### src/rtl/rv32v_lane_sequencer.sv
// Vector element sequencer: issues one decoded instruction as two-lane beats
// carrying element offsets, mask bits and write enables toward execute.
module rv32v_lane_sequencer #(
  parameter int VLMAX    = 128,
  parameter int OFFSET_W = $clog2(VLMAX)
) (
  input  logic                CLK,
  input  logic                nRST,
  input  logic                start,
  input  logic [31:0]         vl,
  input  logic                mask_en,
  input  logic [VLMAX-1:0]    mask_word,
  input  logic                stall,
  input  logic                flush,
  output logic                busy,
  output logic                beat_valid,
  output logic [OFFSET_W-1:0] woffset0,
  output logic [OFFSET_W-1:0] woffset1,
  output logic                mask0,
  output logic                mask1,
  output logic                wen0,
  output logic                wen1,
  output logic                last_beat,
  output logic                done
);

  localparam int CW = OFFSET_W + 1;

  typedef enum logic {
    IDLE,
    RUN
  } state_e;

  state_e             state_q, state_d;
  logic [CW-1:0]      count_q, count_d;
  logic [CW-1:0]      vl_q, vl_d;
  logic [VLMAX-1:0]   mask_q, mask_d;
  logic               done_q, done_d;

  logic               run;
  logic [OFFSET_W-1:0] off0, off1;
  logic               m0, m1, lb;
  logic [CW-1:0]      vl_clamp;

  assign run  = (state_q == RUN);
  assign off0 = count_q[OFFSET_W-1:0];
  // count is always even, so lane 1 is just the odd neighbour
  assign off1 = {count_q[OFFSET_W-1:1], 1'b1};
  assign m0   = mask_q[off0];
  assign m1   = mask_q[off1];
  assign lb   = (count_q + CW'(2)) >= vl_q;

  assign vl_clamp = (vl > 32'(VLMAX)) ? CW'(VLMAX) : vl[CW-1:0];

  assign busy       = run;
  assign beat_valid = run;
  assign woffset0   = run ? off0 : '0;
  assign woffset1   = run ? off1 : '0;
  assign mask0      = run & m0;
  assign mask1      = run & m1;
  assign wen0       = run & m0 & (count_q < vl_q);
  assign wen1       = run & m1 & ((count_q + CW'(1)) < vl_q);
  assign last_beat  = run & lb;
  assign done       = done_q;

  always_comb begin
    state_d = state_q;
    count_d = count_q;
    vl_d    = vl_q;
    mask_d  = mask_q;
    done_d  = 1'b0;
    if (flush) begin
      state_d = IDLE;
      count_d = '0;
    end else begin
      unique case (state_q)
        IDLE: begin
          if (start) begin
            vl_d    = vl_clamp;
            mask_d  = mask_en ? mask_word : '1;
            count_d = '0;
            if (vl_clamp != '0) state_d = RUN;
            else                done_d  = 1'b1;
          end
        end
        RUN: begin
          if (!stall) begin
            count_d = count_q + CW'(2);
            if (lb) begin
              state_d = IDLE;
              count_d = '0;
              done_d  = 1'b1;
            end
          end
        end
        default: state_d = IDLE;
      endcase
    end
  end

  always_ff @(posedge CLK or negedge nRST) begin
    if (!nRST) begin
      state_q <= IDLE;
      count_q <= '0;
      vl_q    <= '0;
      mask_q  <= '0;
      done_q  <= 1'b0;
    end else begin
      state_q <= state_d;
      count_q <= count_d;
      vl_q    <= vl_d;
      mask_q  <= mask_d;
      done_q  <= done_d;
    end
  end

endmodule
### config.mk
export PLATFORM = sky130hd
export DESIGN_NAME = rv32v_lane_sequencer
export DESIGN_NICKNAME = d
export VERILOG_FILES = /design/src/rtl/rv32v_lane_sequencer.sv
export SDC_FILE = /design/constraint.sdc
export NUM_CORES = 1
export LEC_CHECK = 0
export BUFFER_PORTS_ARGS = -buffer_cell sky130_fd_sc_hd__buf_2
export CORE_ASPECT_RATIO = 0.6
export CORE_MARGIN = 1
export CORE_UTILIZATION = 55
export CTS_CLUSTER_DIAMETER = 120
export DETAILED_ROUTE_END_ITERATION = 10
export PLACE_DENSITY = 0.9
export SETUP_SLACK_MARGIN = 0.3
export SYNTH_ARGS = -nofsm -noshare
export SYNTH_HDL_FRONTEND = slang
export SYNTH_SLANG_ARGS = --single-unit
### constraint.sdc
create_clock -name CLK -period 4.68 [get_ports CLK]
set_input_delay 0.468 -clock CLK [delete_from_list [all_inputs] [get_ports CLK]]
set_output_delay 0.468 -clock CLK [all_outputs]
set_load 0.02 [all_outputs]
### Word-level counts from Yosys, hierarchy flattened

Cells that the tools add are included.

* output and inout port bits: 22
* word-level logic and storage cells: 50
* input bits: 166
* memory bits (read-only): 0
* memory bits (writable): 0
* memories kept: 0
* register bits after elaboration: 146
* latch bits: 0

* reductions and logical operators: 3
* add/sub/neg operators: 2
* shifts and indexed selects: 0
* multiplexer cells: 25
* bitwise logic cells: 7
* magnitude comparators: 6
* $mul: 0
* divide/modulo/power cells: 0
* eq/ne operators: 2

Operators by type and width (number)
* 128-bit 2-to-1 mux: 1
* 8-bit 2-to-1 mux: 5
* 32-bit by 8-bit greater-than comparator with 1-bit output, second input constant: 1
* 7-bit by 8-bit less-than comparator with 1-bit output, second input constant: 2
* 8-bit less-than comparator: 2
* 8-bit one-hot mux with 2 select lines: 1
* 7-bit 2-to-1 mux: 2
* 1-bit 2-to-1 mux: 12
* 8-bit by 1-bit adder with 8-bit output, second input constant: 1
* 8-bit by 2-bit adder with 8-bit output, second input constant: 1
* 8-bit >= comparator: 1
* 8-bit nonzero test: 1
* 1-bit binary-select mux with 7-bit select: 1
* 1-bit binary-select mux with 6-bit select: 1
* 3-bit != test, second input constant: 2
* 1-bit AND: 5
* 1-bit one-hot mux with 2 select lines: 2
* 3-bit AND reduction: 1
* 1-bit inverter: 2
* 2-bit AND reduction: 1

### Longest topological paths before layout

* word-level depth: 7
* mapped depth: 11
* depth with buffers taken out: 9

### Worst setup path before layout

OpenSTA, ideal clock, no wires.

* path type: flip-flop to output port
* from: reg count_q[1]
* to: out last_beat
* required time: 4.212 ns
* setup slack: 1.799 ns
* buffers on the path: 3
* arrival time: 2.413 ns
* stages on the path, launching flop included: 12
* cells stage by stage: dfrtp_1 buf_6 buf_6 buf_2 inv_1 ha_1 nor2b_1 o21a_1 o21ai_0 a21oi_1 nor3_1 nor2_1

* word-level cells in the longest chain between the ends: 3

Ends and longest elaborated chain
* from (decl): RTL line 35 `logic [CW-1:0] count_q, count_d;`
* from (signal assigned): RTL line 110 `count_q <= count_d;`
* 8-bit by 2-bit adder with 8-bit output: RTL line 51 `assign lb = (count_q + CW'(2)) >= vl_q;`
* 8-bit >= comparator: RTL line 51
* 1-bit AND: RTL line 63 `assign last_beat = run & lb;`
* to (decl): RTL line 23 `output logic last_beat,`

Every way passes these cells.

### Worst setup path after layout

* from: reg count_q[4]
* to: out last_beat

The elaborated chain is that of the path after synthesis.

==> impl_metrics.toml <==
[status]
status = "complete, no violations"

[min_path]
hold_path_class = "input pin to asynchronous set/reset pin"

[die]
start_util = 0.563
fp.dieW_um = 155
fp-row-count = 33
die_y_um = 93.6
core_um2 = 13700
fp.dieArea_um2 = 14500
io_pins = 188

[worst_setup_path]
cp-start-kind = "register"
cp.required_ns = 4.21
rrSetupSlack_ns = 1.42
worst-r2r-cell-count = 9
reg2reg_from = "count_q[4]$_DFFE_PN0P_"
crit_path_end_kind = "output pin"
rr_endpoint = "count_q[3]$_DFFE_PN0P_"
criticalPathCategory = "register to output pin"
cp.arrival_ns = 3.66
worstPathMaxFanout = 10
crit_path_end = "last_beat"
critPathLaunch = "count_q[4]$_DFFE_PN0P_"

[route]
wirelength_mm = 20.5
vias = 6700
routedWlPerCell_um = 17.4
drt_first_pass_iters = 6
ant_nets = 0
drc = 0
first_iter_violations = 747
routed_via_density = 5.67

[timing]
whs_ns = 0.132
slew_violations = 0
min_period_over_period = 0.882
hold_viol_final = 0
setup_viol = 0
worst_slew_pin_slew_ns = 1.10
skew_ns = 0.00933
max_slew_margin = 0.262
fin_crit_ns = 4.13
clock.fmax_mhz = 242
grt_setup_unrepaired = "false"
finalSetupTns_ns = 0

[logic_synthesis]
syn_nets = 1018
synth_edf_count = 0
syn_area_per_cell_um2 = 9.23
synth_area_leaders = "dfrtp_1, a31oi_1, nor2_1"
synthTopCellsByCount = "nor2_1, dfrtp_1, inv_1"
yosysWarningCount = 0
seq_area_frac_synth = 0.472
yosysTopAreaCell = "dfrtp_1"
ys_ff_latch = 145
async_flop_share = 1.00
syn-cell-area_um2 = 7690
synth-main-ff-cell = "dfrtp_1"
syn_inst = 834
yosysMostFrequentCell = "nor2_1"
yosys.area.top_type_share = 0.472
synth.distinct_cells = 43

[clock_network]
postCtsSetupBuffers = 0
postCtsHoldBufs = 0
path_clk_slew_ns = 0.06
clkLatencyLatePin_ns = 0.42
cts_resized = 0
root_buffer = "clkbuf_16"
h-tree-depth = 4
cts_tree = "done"
clockBufferDepth = 2
cts_sinks = 145
cts_buffers = 17

[global_routing]
antenna_found_initial = 0
globalRouteTotalUtil = 0.299
grt_max_degree = 114
overflow = 0
grt_pass1_wl_mm = 32.4
grt_pass1_vias = 6158

[job]
max-cap-violations = 0

[power]
peakVddDrop_v = 0.000226
cellPowerDensity_nw_per_um2 = 387
total_power_mw = 3.55
p_leak_nw = 4.27

[layout]
multiInputGateArea_um2 = 3170
nets = 1161
area_delta_synth_final_pct = 19.5
antennaDiodeCount = 0
regArea_um2 = 3630
drive_gt1_frac = 0.235
fill_cells = 1068

[placement]
place_congestion = 0.889
port_buffers = 186
place_hpwl_mm = 14.4
[layer usage]
layer | GRT usage | vias to the layer above | share of wire | wire (µm)
met5 | 0 | - | 0 | 0
met4 | 0.0759 | 0 | 0.013 | 277
met3 | 0.0755 | 21 | 0.091 | 1860
met2 | 0.454 | 340 | 0.45 | 9140
met1 | 0.429 | 3209 | 0.45 | 9250
li1 | - | 3130 | - | -
[logic make-up after synthesis]
logic type               after synthesis  share of synthesized area
XOR/XNOR                               5                    0.00569
buffers and inverters                209                      0.117
other                                  1                   0.000487
AND/OR/NAND/NOR                      220                      0.122
multiplexers                          50                     0.0972
AO/OA/AOI/OAI                        186                      0.157
flip-flops                           145                      0.472
adder cells (fa/ha/maj)               18                     0.0293
[where the power goes]
part | internal, mW | total, mW | switching (mW)
combinational | 0.248 | 0.557 | 0.310
clock | 0.910 | 1.45 | 0.540
sequential | 1.43 | 1.55 | 0.118
total | 2.59 | 3.55 | 0.968
[cell type report]
cell class / instances / area share
Tap cell: 192 / 0.0261
Sequential cell: 145 / 0.395
Timing Repair Buffer: 193 / 0.109
Clock inverter: 11 / 0.0193
Multi-Input combinational cell: 480 / 0.345
Clock buffer: 20 / 0.0486
Inverter: 140 / 0.0572
[layout by cell type (no fill, tap or decap), drive strengths merged, types with 2 or more instances in the layout]
cell type | synthesis | routed
bufinv | 0 | 4
nand4 | 5 | 5
mux2i | 34 | 34
clkbuf | 43 | 20
a22oi | 16 | 16
clkinvlp | 0 | 3
ha | 18 | 18
a31oi | 128 | 128
a32o | 6 | 6
o21ai | 15 | 15
a21oi | 13 | 13
inv | 140 | 143
nor2 | 151 | 151
dfrtp | 145 | 145
nand3 | 13 | 13
nor3 | 8 | 8
nand2 | 20 | 20
mux4 | 16 | 16
xnor2 | 4 | 4
and2 | 5 | 5
nor4 | 7 | 7
nor2b | 5 | 5
nand2b | 2 | 2
buf | 26 | 193
[through the flow]
step / instances / worst slack (ns) / instance area (µm²) / util
after floorplan: 834 / 1.80 / 7690 / -
after global placement: 1150 / 1.32 / 8570 / 0.627
after detailed placement: 1150 / 1.25 / 8570 / 0.627
after CTS: 1181 / 0.706 / 9190 / 0.673
after global routing: 1181 / 0.437 / 9190 / 0.673
final: 1181 / 0.552 / 9190 / 0.673
[how the worst min path moves through the flow]
| stage | endpoint | cells after the start | slack, ns | start |
|---|---|---|---|---|
| 3_3_place_gp | vl_q[7]$_DFFE_PN0P_ | 2 | 0.47 | vl_q[7]$_DFFE_PN0P_ |
| 3_5_place_dp | vl_q[7]$_DFFE_PN0P_ | 2 | 0.50 | vl_q[7]$_DFFE_PN0P_ |
| 2_1_floorplan | beat_valid$_DFF_PN0_ | 0 | 0.17 | nRST |
| 5_1_grt | mask_q[26]$_DFFE_PN0P_ | 1 | 0.23 | nRST |
| 4_1_cts | mask_q[52]$_DFFE_PN0P_ | 1 | 0.17 | nRST |
| 6_report | mask_q[54]$_DFFE_PN0P_ | 1 | 0.13 | nRST |
[flip-flops by register name, indices dropped and copies added, names as in the netlist]
name / count
beat_valid: 1
count_q: 7
done: 1
mask_q: 128
vl_q: 8
[critical path: stages, from the launching register on]
cell	delay (ns)
dfrtp_1	0.57
nand2_1	0.19
nor2_1	0.35
nand3_1	0.19
xnor2_1	0.28
ha_1	0.30
o2111ai_1	0.10
a21oi_1	0.09
nor3_1	0.79
nor2_1	0.17
buf_2	0.22
(Power assumes the default switching activity.)
